===== config.mk =====
export PLATFORM = sky130hd
export DESIGN_NAME = uart_cmd_ctrl
export DESIGN_NICKNAME = d
export VERILOG_FILES = /design/src/rtl/uart_ctrl_pkg.sv /design/src/rtl/uart_ctrl_regfile.sv /design/src/rtl/uart_cmd_ctrl.sv
export SDC_FILE = /design/constraint.sdc
export NUM_CORES = 1
export LEC_CHECK = 0
export CAP_MARGIN = 5
export CELL_PAD_IN_SITES_DETAIL_PLACEMENT = 2
export CELL_PAD_IN_SITES_GLOBAL_PLACEMENT = 2
export CORE_MARGIN = 4
export CORE_UTILIZATION = 35
export DETAILED_ROUTE_END_ITERATION = 8
export HOLD_SLACK_MARGIN = 0.08
export PLACE_DENSITY = 0.77
export SYNTH_ARGS = -nofsm -noshare
export SYNTH_HDL_FRONTEND = slang
export SYNTH_SLANG_ARGS = --single-unit

===== constraint.sdc =====
create_clock -name clk -period 4.2 [get_ports clk]
set_clock_uncertainty 0.05 [all_clocks]
set_input_delay 0.42 -clock clk [delete_from_list [all_inputs] [get_ports clk]]
set_output_delay 0.42 -clock clk [all_outputs]
set_load 0.01 [all_outputs]

===== src/rtl/uart_ctrl_pkg.sv =====
// Shared definitions for the UART command controller.
// Holds the controller state encoding, the framing/response byte values and
// a saturating increment helper used by the error counter.
package uart_ctrl_pkg;

  typedef enum logic [3:0] {
    IDLE,
    GET_CMD,
    GET_ADDR,
    GET_DATA,
    GET_CHK,
    EXEC,
    TX_ACK,
    TX_VAL,
    TX_WAIT
  } state_t;

  localparam logic [7:0] SYNC   = 8'hA5;
  localparam logic [7:0] CMD_WR = 8'h01;
  localparam logic [7:0] CMD_RD = 8'h02;
  localparam logic [7:0] ACK    = 8'h06;
  localparam logic [7:0] NAK    = 8'h15;

  function automatic logic [7:0] sat_inc(input logic [7:0] value);
    return (value == 8'hFF) ? value : value + 8'd1;
  endfunction

endpackage


===== src/rtl/uart_ctrl_regfile.sv =====
// NREG x 8-bit register file with a single write port and a flattened
// read-out bus.
// Ports:
//   clk, rst_n  - system clock, asynchronous active-low reset
//   we          - write enable
//   waddr       - write address
//   wdata       - write data
//   regs        - all registers, reg i at bits [8i+7:8i]
module uart_ctrl_regfile
  import uart_ctrl_pkg::*;
#(
  parameter int NREG = 8,
  parameter int AW   = 3
) (
  input  logic              clk,
  input  logic              rst_n,
  input  logic              we,
  input  logic [AW-1:0]     waddr,
  input  logic [7:0]        wdata,
  output logic [8*NREG-1:0] regs
);

  always_ff @(posedge clk or negedge rst_n) begin
    if (!rst_n) begin
      regs <= '0;
    end else if (we) begin
      regs[{waddr, 3'b000} +: 8] <= wdata;
    end
  end

endmodule


===== src/rtl/uart_cmd_ctrl.sv =====
// UART command controller.
// Parses SYNC/CMD/ADDR/DATA/CHK frames from a UART receiver, executes
// register writes and reads, and answers through a UART transmitter with
// ACK (plus the register value for reads) or NAK.
// Ports:
//   clk, rst_n  - system clock, asynchronous active-low reset
//   baud_en     - baud tick strobe, used for inter-byte timeout only
//   rx_data     - received byte
//   data_valid  - receiver valid level; its rising edge marks one byte
//   tx_busy     - transmitter busy
//   tx_data     - byte to transmit
//   tx_start    - one-cycle transmit request
//   reg_out     - flattened register file
//   err_cnt     - saturating count of rejected/aborted frames
module uart_cmd_ctrl
  import uart_ctrl_pkg::*;
#(
  parameter int TIMEOUT_TICKS = 32,
  parameter int NREG          = 8
) (
  input  logic              clk,
  input  logic              rst_n,
  input  logic              baud_en,
  input  logic [7:0]        rx_data,
  input  logic              data_valid,
  input  logic              tx_busy,
  output logic [7:0]        tx_data,
  output logic              tx_start,
  output logic [8*NREG-1:0] reg_out,
  output logic [7:0]        err_cnt
);

  localparam int AW = (NREG > 1) ? $clog2(NREG) : 1;
  localparam int TW = $clog2(TIMEOUT_TICKS + 1);
  localparam logic [8:0]    NREG_LIM  = 9'(NREG);
  localparam logic [TW-1:0] TICK_LAST = TW'(TIMEOUT_TICKS - 1);

  state_t        state, state_nx;
  logic          dv_q;
  logic          accept;
  logic [7:0]    cmd_q, addr_q, data_q, chk_q;
  logic [TW-1:0] tick_cnt, tick_nx;
  logic          hold_q, hold_nx;
  logic          rd_pend_q, rd_pend_nx;
  logic [7:0]    tx_data_nx;
  logic [7:0]    rd_byte;
  logic          err_inc;
  logic          we;
  logic          frame_ok;

  // A held-high data_valid is a single byte, so only its rising edge counts.
  assign accept = data_valid & ~dv_q;

  assign frame_ok = (chk_q == (cmd_q ^ addr_q ^ data_q)) &&
                    ((cmd_q == CMD_WR) || (cmd_q == CMD_RD)) &&
                    ({1'b0, addr_q} < NREG_LIM);

  assign rd_byte = reg_out[{addr_q[AW-1:0], 3'b000} +: 8];

  uart_ctrl_regfile #(
    .NREG (NREG),
    .AW   (AW)
  ) u_regfile (
    .clk   (clk),
    .rst_n (rst_n),
    .we    (we),
    .waddr (addr_q[AW-1:0]),
    .wdata (data_q),
    .regs  (reg_out)
  );

  always_ff @(posedge clk or negedge rst_n) begin
    if (!rst_n) begin
      state     <= IDLE;
      dv_q      <= 1'b0;
      tick_cnt  <= '0;
      hold_q    <= 1'b0;
      rd_pend_q <= 1'b0;
      tx_data   <= 8'h00;
      err_cnt   <= 8'h00;
    end else begin
      state     <= state_nx;
      dv_q      <= data_valid;
      tick_cnt  <= tick_nx;
      hold_q    <= hold_nx;
      rd_pend_q <= rd_pend_nx;
      tx_data   <= tx_data_nx;
      if (err_inc) begin
        err_cnt <= sat_inc(err_cnt);
      end
    end
  end

  always_ff @(posedge clk or negedge rst_n) begin
    if (!rst_n) begin
      cmd_q  <= 8'h00;
      addr_q <= 8'h00;
      data_q <= 8'h00;
      chk_q  <= 8'h00;
    end else if (accept) begin
      case (state)
        GET_CMD:  cmd_q  <= rx_data;
        GET_ADDR: addr_q <= rx_data;
        GET_DATA: data_q <= rx_data;
        GET_CHK:  chk_q  <= rx_data;
        default:  ;
      endcase
    end
  end

  // tx_data is loaded before each pulse and then left alone, so it stays
  // stable for the transmitter until the next byte is queued. hold_q masks
  // tx_busy for the cycle right after a pulse, before the transmitter has
  // had a chance to raise it.
  always_comb begin
    state_nx   = state;
    tick_nx    = tick_cnt;
    hold_nx    = 1'b0;
    rd_pend_nx = rd_pend_q;
    tx_data_nx = tx_data;
    tx_start   = 1'b0;
    err_inc    = 1'b0;
    we         = 1'b0;
    case (state)
      IDLE: begin
        tick_nx    = '0;
        rd_pend_nx = 1'b0;
        if (accept && (rx_data == SYNC)) begin
          state_nx = GET_CMD;
        end
      end
      GET_CMD, GET_ADDR, GET_DATA, GET_CHK: begin
        // An accepted byte takes priority over a timeout in the same cycle.
        if (accept) begin
          tick_nx = '0;
          case (state)
            GET_CMD:  state_nx = GET_ADDR;
            GET_ADDR: state_nx = GET_DATA;
            GET_DATA: state_nx = GET_CHK;
            default:  state_nx = EXEC;
          endcase
        end else if (baud_en) begin
          if (tick_cnt == TICK_LAST) begin
            state_nx = IDLE;
            tick_nx  = '0;
            err_inc  = 1'b1;
          end else begin
            tick_nx = tick_cnt + 1'b1;
          end
        end
      end
      EXEC: begin
        tick_nx  = '0;
        state_nx = TX_ACK;
        if (frame_ok) begin
          tx_data_nx = ACK;
          we         = (cmd_q == CMD_WR);
          rd_pend_nx = (cmd_q == CMD_RD);
        end else begin
          tx_data_nx = NAK;
          rd_pend_nx = 1'b0;
          err_inc    = 1'b1;
        end
      end
      TX_ACK: begin
        if (!tx_busy) begin
          tx_start = 1'b1;
          hold_nx  = 1'b1;
          state_nx = TX_WAIT;
        end
      end
      TX_VAL: begin
        if (!tx_busy) begin
          tx_start   = 1'b1;
          hold_nx    = 1'b1;
          rd_pend_nx = 1'b0;
          state_nx   = TX_WAIT;
        end
      end
      TX_WAIT: begin
        if (!hold_q && !tx_busy) begin
          if (rd_pend_q) begin
            tx_data_nx = rd_byte;
            state_nx   = TX_VAL;
          end else begin
            state_nx = IDLE;
          end
        end
      end
      default: state_nx = IDLE;
    endcase
  end

endmodule


==> results of run 1 <==
worst max-delay path, cell delays in order, from the launching register on:
cell and delay, ps:
dfrtp_1 600, xor2_1 270, xnor2_1 130, nor4_1 460, nand3_1 290, or4_1 770
nor3_4 460, mux2_2 410
per-stage QoR:
step	hold slack [ps]	total power, mW
4_1_cts	165	4.42
6_report	119	4.38
2_1_floorplan	74.4	2.54
5_1_grt	204	4.64
3_3_place_gp	418	2.87
3_5_place_dp	428	2.96
synthesized netlist by cell type, types with 5 or more instances:
library cell    n
xnor2_1        21
inv_1           8
nor3_1          7
nor2_1         16
a21oi_1         8
o21ai_0        22
clkbuf_1       13
buf_1           5
nand3_1        15
dfrtp_1       125
mux2i_1         7
and3_1          7
mux4_2         16
xor2_1          8
mux2_2         97
buf_2           6
nand2_1        43
cell usage in the layout (no fill, tap or decap), types with 8 or more instances in the layout:
master,n
clkdlybuf4s50_1,92
clkbuf_16,17
a21oi_1,8
nand3_1,15
xor2_1,8
inv_1,8
xnor2_1,21
nor2_1,16
dfrtp_1,125
nand2_1,43
mux4_2,16
mux2_2,97
o21ai_0,22
cell type report:
cell class,instances,area (um2)
clock buffers,17,425
clock inverters,15,139
fillers,1640,8990
inverters,9,33.8
multi-input cells,324,2790
flip-flops and latches,125,3130
well taps,220,275
repair buffers,99,973
state kept, by name (all words and copies together), names as in the netlist:
signal	flops
tx_data	8
hold_q	1
chk_q	8
dv_q	1
state	4
err_cnt	8
u_regfile.regs	64
rd_pend_q	1
tick_cnt	6
data_q	8
cmd_q	8
addr_q	8
logic make-up (layout without fill, tap and decap cells):
logic type / after synthesis / in the layout / synth area share, %
flops: 125 / 125 / 51.6
fa+ha+maj: 4 / 4 / 0.826
compound gates: 47 / 47 / 4.98
buf+inv: 34 / 140 / 2.29
xor+xnor: 29 / 29 / 4.19
simple gates: 124 / 124 / 11.0
mux: 120 / 120 / 25.1
power by group through the flow:
stage | sequential, mW | clock (mW) | combinational (mW)
after floorplan | 1.52 | 0 | 1.02
after global routing | 1.78 | 1.52 | 1.34
after detailed placement | 1.75 | 0 | 1.21
final | 1.74 | 1.41 | 1.22
after global placement | 1.73 | 0 | 1.14
after CTS | 1.74 | 1.44 | 1.24
path summary, 6_finish.rpt:
path / from / slack (ps) / to / cells past startpoint
worst max register to register: data_q[0] / 630 / u_regfile.regs[39] / 7
max in group asynchronous: rst_n / 2970 / u_regfile.regs[15] / 2
min in group clk: tx_data[2] / 430 / tx_data[2] / 1
worst min-delay path: rst_n / 120 / err_cnt[3] / 1
worst min register to register: tx_data[2] / 430 / tx_data[2] / 1
worst max-delay path: data_q[0] / 630 / u_regfile.regs[39] / 7
per-layer routing:
| metal | global-route usage, % | wire [um] | part of all wire, % | up-vias |
|---|---|---|---|---|
| met3 | 4.01 | 707 | 3.6 | 17 |
| met1 | 27.8 | 8730 | 44 | 2344 |
| met5 | 0 | 0 | 0 | - |
| li1 | - | - | - | 1940 |
| met4 | 5.00 | 209 | 1.1 | 0 |
| met2 | 35.1 | 10100 | 51 | 88 |
==> impl_metrics.csv, run 1 <==
group,metric,value,unit
status,outcome,"finished clean",
sta,grt_setup_unrepaired,"false",
clocking,cts_resized,0,
die,ios,94,
synth,yosysTopAreaCellShare,51.6,%
die,core_area,16800,um2
synth,synth_top_flop_cell,"dfrtp_1",
sta,finalHoldViolations,0,
power_and_ir_drop,p_sw,1.59,mW
sta,finalCriticalPeriod,3570,ps
synth,syn_nets,500,
global_route,grt_max_degree,79,
power_and_ir_drop,pwr_density_cell,563,nW/um2
sta,finalSetupViolCount,0,
die,die_w,140,um
route,drt_pass1_iterations,4,
place,placed_area,7200,um2
die,rows,47,
finish,layoutNonFillerInstCount,809,
worst_setup_path,endpoint_kind,"flop",
synth,synth_edf_count,0,
place,placed_cells,777,
clocking,clockBufferDepth,2,
synth,synth_cells,483,
die,start_util,36.2,%
finish,final_core_util,46.4,%
power_and_ir_drop,pwr-share-seq,39.8,%
power_and_ir_drop,leakage,3.37,nW
clocking,postCtsHoldBufs,0,
worst_setup_path,cp-start-kind,"flop",
clocking,cts_buffers,17,
sta,timing.setup.tns,0,ps
clocking,cts_setup_buffers,0,
global_route,grt_util_all_layers,20.8,%
route,vias_per_cell,5.43,
finish,drive_above_1_share,27.8,%
clocking,worstSkewPairLatency,420,ps
worst_setup_path,critical_path_class,"flop to flop",
synth,synthTopCellsByArea,"dfrtp_1 52%, mux2_2 18%, mux4_2 5.9%",
worst_setup_path,critPathArrivalTime,3820,ps
power_and_ir_drop,p_int,2.79,mW
finish,nets,593,
sta,setup_ws,635,ps
finish,final_cell_area,7770,um2
place,io_buffers,93,
synth,ys_types,49,
global_route,grt_pass1_wl,31.5,mm
global_route,antenna_found_initial,0,
sta,min_period_over_period,84.9,%
sta,worst_slew_pin_slew,1050,ps
die,dieArea,19500,um2
route,ant_nets,0,
global_route,grt_pass1_vias,5051,
die,die_y,140,um
synth,synth_seq_cells,125,
sta,relSlewSlack,30.0,%
sta,finalMaxSlewViolations,0,
synth,yosysSeqAreaShare,51.6,%
clocking,clock-root-buffer,"clkbuf_16",
flow_run,cap_violations,0,
power_and_ir_drop,ir_worst_vdd,0.000353,V
route,drtIter0Drc,218,
finish,syn_to_final_growth,28.2,%
synth,syn_area,6060,um2
clocking,h-tree-depth,4,
finish,antennaDiodeCount,0,
synth,yosys_warnings,0,
route,drc,0,
global_route,grt_overflow,0,
place,dpl.hpwl,13.4,mm
route,vias,4389,
worst_setup_path,cp_max_fo,10,
sta,fmax,280,MHz
clocking,clkTransAtPathRegs,60,ps
place,post-place-ws,710,ps
route,wl_per_cell,24.4,um
power_and_ir_drop,power.share.clock,32.3,%
power_and_ir_drop,comb_power_share,27.9,%
hold_path,hold_path_class,"primary input to asynchronous set/reset pin",
clocking,tritoncts,"yes",
power_and_ir_drop,p_sw_share,36.3,%
synth,syn_area_per_cell,12.5,um2
worst_setup_path,required,4460,ps
synth,synth_top_cell_by_area,"dfrtp_1",
synth,async_flop_share,100,%
route,wl,19.7,mm
place,gp_congestion,0.829,
clocking,cts.sinks,125,
Power figures use the tool's default switching activity.
==> run 2: changes to the inputs <==
Clock period 4.2 ns to 3.7 ns, I/O delays scaled along.
==> impl_metrics.csv, run 2 (same netlist as run 1, synthesis figures left out) <==
group,metric,value,unit
clocking,tritoncts,"yes",
power_and_ir_drop,comb_power_share,29.5,%
global_route,grt_util_all_layers,21.0,%
place,gp_congestion,0.775,
power_and_ir_drop,pwr-share-seq,38.3,%
worst_setup_path,cpPeakStageDelay,640,ps
global_route,grt_pass1_vias,5112,
die,core_area,16800,um2
global_route,antenna_found_initial,0,
finish,antennaDiodeCount,0,
finish,nets,596,
sta,worst_slew_pin_slew,804,ps
worst_setup_path,cp_num_buf_inv,1,
place,io_buffers,93,
sta,timing.setup.tns,0,ps
clocking,clock-root-buffer,"clkbuf_16",
clocking,cts_setup_buffers,0,
finish,layoutNonFillerInstCount,812,
worst_setup_path,critical_path_class,"flop to flop",
die,ios,94,
power_and_ir_drop,p_sw_share,36.4,%
clocking,clkTransAtPathRegs,60,ps
sta,fmax,281,MHz
global_route,grt_overflow,0,
worst_setup_path,critPathTopFamily,"simple AND/OR/NAND/NOR gates",
status,outcome,"finished clean",
route,vias_per_cell,5.42,
sta,finalCriticalPeriod,3560,ps
finish,multi_input_area,2790,um2
route,drtIter0Drc,189,
sta,finalSetupViolCount,0,
route,drt_pass1_iterations,4,
finish,n_fill_cell,1640,
place,placed_cells,779,
power_and_ir_drop,p_int,3.18,mW
clocking,worstSkewPairLatency,430,ps
die,die_w,140,um
power_and_ir_drop,leakage,3.39,nW
route,ant_nets,0,
finish,drive_above_1_share,28.0,%
worst_setup_path,worstPathCellList,"inv_2 -> ha_1 -> or4b_2 -> or4_1 -> nor3_4 -> mux2_2",
worst_setup_path,required,3960,ps
sta,finalHoldViolations,0,
worst_setup_path,critPathArrivalTime,3830,ps
clocking,cts.sinks,125,
finish,syn_to_final_growth,28.8,%
clocking,cts_resized,0,
finish,final_cell_area,7810,um2
clocking,cts_buffers,17,
finish,largest-register,"u_regfile.regs",
worst_setup_path,cp-startpoint,"addr_q[2]",
sta,relSlewSlack,46.4,%
route,vias,4404,
worst_setup_path,endpoint_kind,"flop",
finish,mostFrequentLayoutCell,"dfrtp_1",
power_and_ir_drop,ir_worst_vdd,0.000443,V
place,dpl.hpwl,13.3,mm
route,wl,19.5,mm
finish,layout_common_cells,"125 x dfrtp_1, 97 x mux2_2, 92 x clkdlybuf4s50_1",
hold_path,hold_path_class,"primary input to flop",
worst_setup_path,rr_startpoint,"addr_q[2]",
power_and_ir_drop,p_sw,1.82,mW
power_and_ir_drop,power.share.clock,32.2,%
die,dieArea,19500,um2
route,wl_per_cell,24.0,um
route,drc,0,
sta,finalMaxSlewViolations,0,
clocking,clockBufferDepth,2,
power_and_ir_drop,pwr_density_cell,640,nW/um2
die,start_util,36.2,%
flow_run,cap_violations,0,
worst_setup_path,cp_max_fo,9,
worst_setup_path,crit_path_top_delay_cell,"or4_1",
sta,grt_setup_unrepaired,"false",
die,rows,47,
global_route,grt_max_degree,68,
sta,min_period_over_period,96.3,%
finish,largest_reg_flops,64,
die,die_y,140,um
place,placed_area,7230,um2
global_route,grt_pass1_wl,31.4,mm
finish,register_area,3130,um2
clocking,h-tree-depth,4,
worst_setup_path,cp-start-kind,"flop",
hold_path,min_from,"data_valid",
## run 2: metal layers
layer / wire, um / vias to the layer above / track usage, %
li1: - / 1943 / -
met1: 8590 / 2353 / 26.8
met2: 10000 / 85 / 35.6
met3: 597 / 23 / 4.32
met4: 293 / 0 / 6.94
met5: 0 / - / 0
## run 2: area by class of cell
class | instances | share of cell area (%)
flip-flops and latches | 125 | 40.1
well taps | 220 | 3.53
clock buffers | 17 | 5.45
multi-input cells | 324 | 35.8
clock inverters | 15 | 1.79
repair buffers | 102 | 12.9
inverters | 9 | 0.433
## run 2: path summary, 6_finish.rpt
path / to / slack [ps] / cells after the start
worst max-delay path: u_regfile.regs[36] / 140 / 6
worst min-delay path: dv_q / 390 / 1
worst max register to register: u_regfile.regs[36] / 140 / 6
worst min register to register: tx_data[2] / 430 / 1
max in group asynchronous: u_regfile.regs[25] / 2220 / 3
min in group asynchronous: err_cnt[3] / 540 / 2
## run 2: worst reg2reg max path: stages, from the launching register on
cell	delay [ps]
dfrtp_1	560
inv_2	220
ha_1	470
or4b_2	620
or4_1	640
nor3_4	470
mux2_2	410
## run 2: through the flow
step / util [%] / power [mW] / setup slack (ps) / hold WS [ps]
2_1_floorplan: - / 2.89 / 129 / 24.4
3_3_place_gp: 43.2 / 3.28 / 284 / 414
3_5_place_dp: 43.2 / 3.39 / 169 / 429
4_1_cts: 46.6 / 5.04 / 160 / 376
5_1_grt: 46.6 / 5.31 / 14.9 / 387
6_report: 46.6 / 5.00 / 137 / 390
## run 2: what timing repair did
item	CTS	global route
hold buffers	1	0
hold endpoints to repair	58	0
endpoints found under the setup margin	0	0
## run 2: power groups by stage
stage / Combinational, mW / Sequential, mW / Clock (mW)
4_1_cts: 1.49 / 1.92 / 1.64
3_3_place_gp: 1.38 / 1.91 / 0
6_report: 1.47 / 1.91 / 1.61
3_5_place_dp: 1.45 / 1.93 / 0
2_1_floorplan: 1.16 / 1.73 / 0
5_1_grt: 1.62 / 1.96 / 1.72
==> run 3: changes to the inputs <==
Settings changed: GPL_ROUTABILITY_DRIVEN set to 0, GPL_TIMING_DRIVEN set to 1.
==> results of run 3 <==
No change in the layout: final DEF, timing and power equal those of run 2.
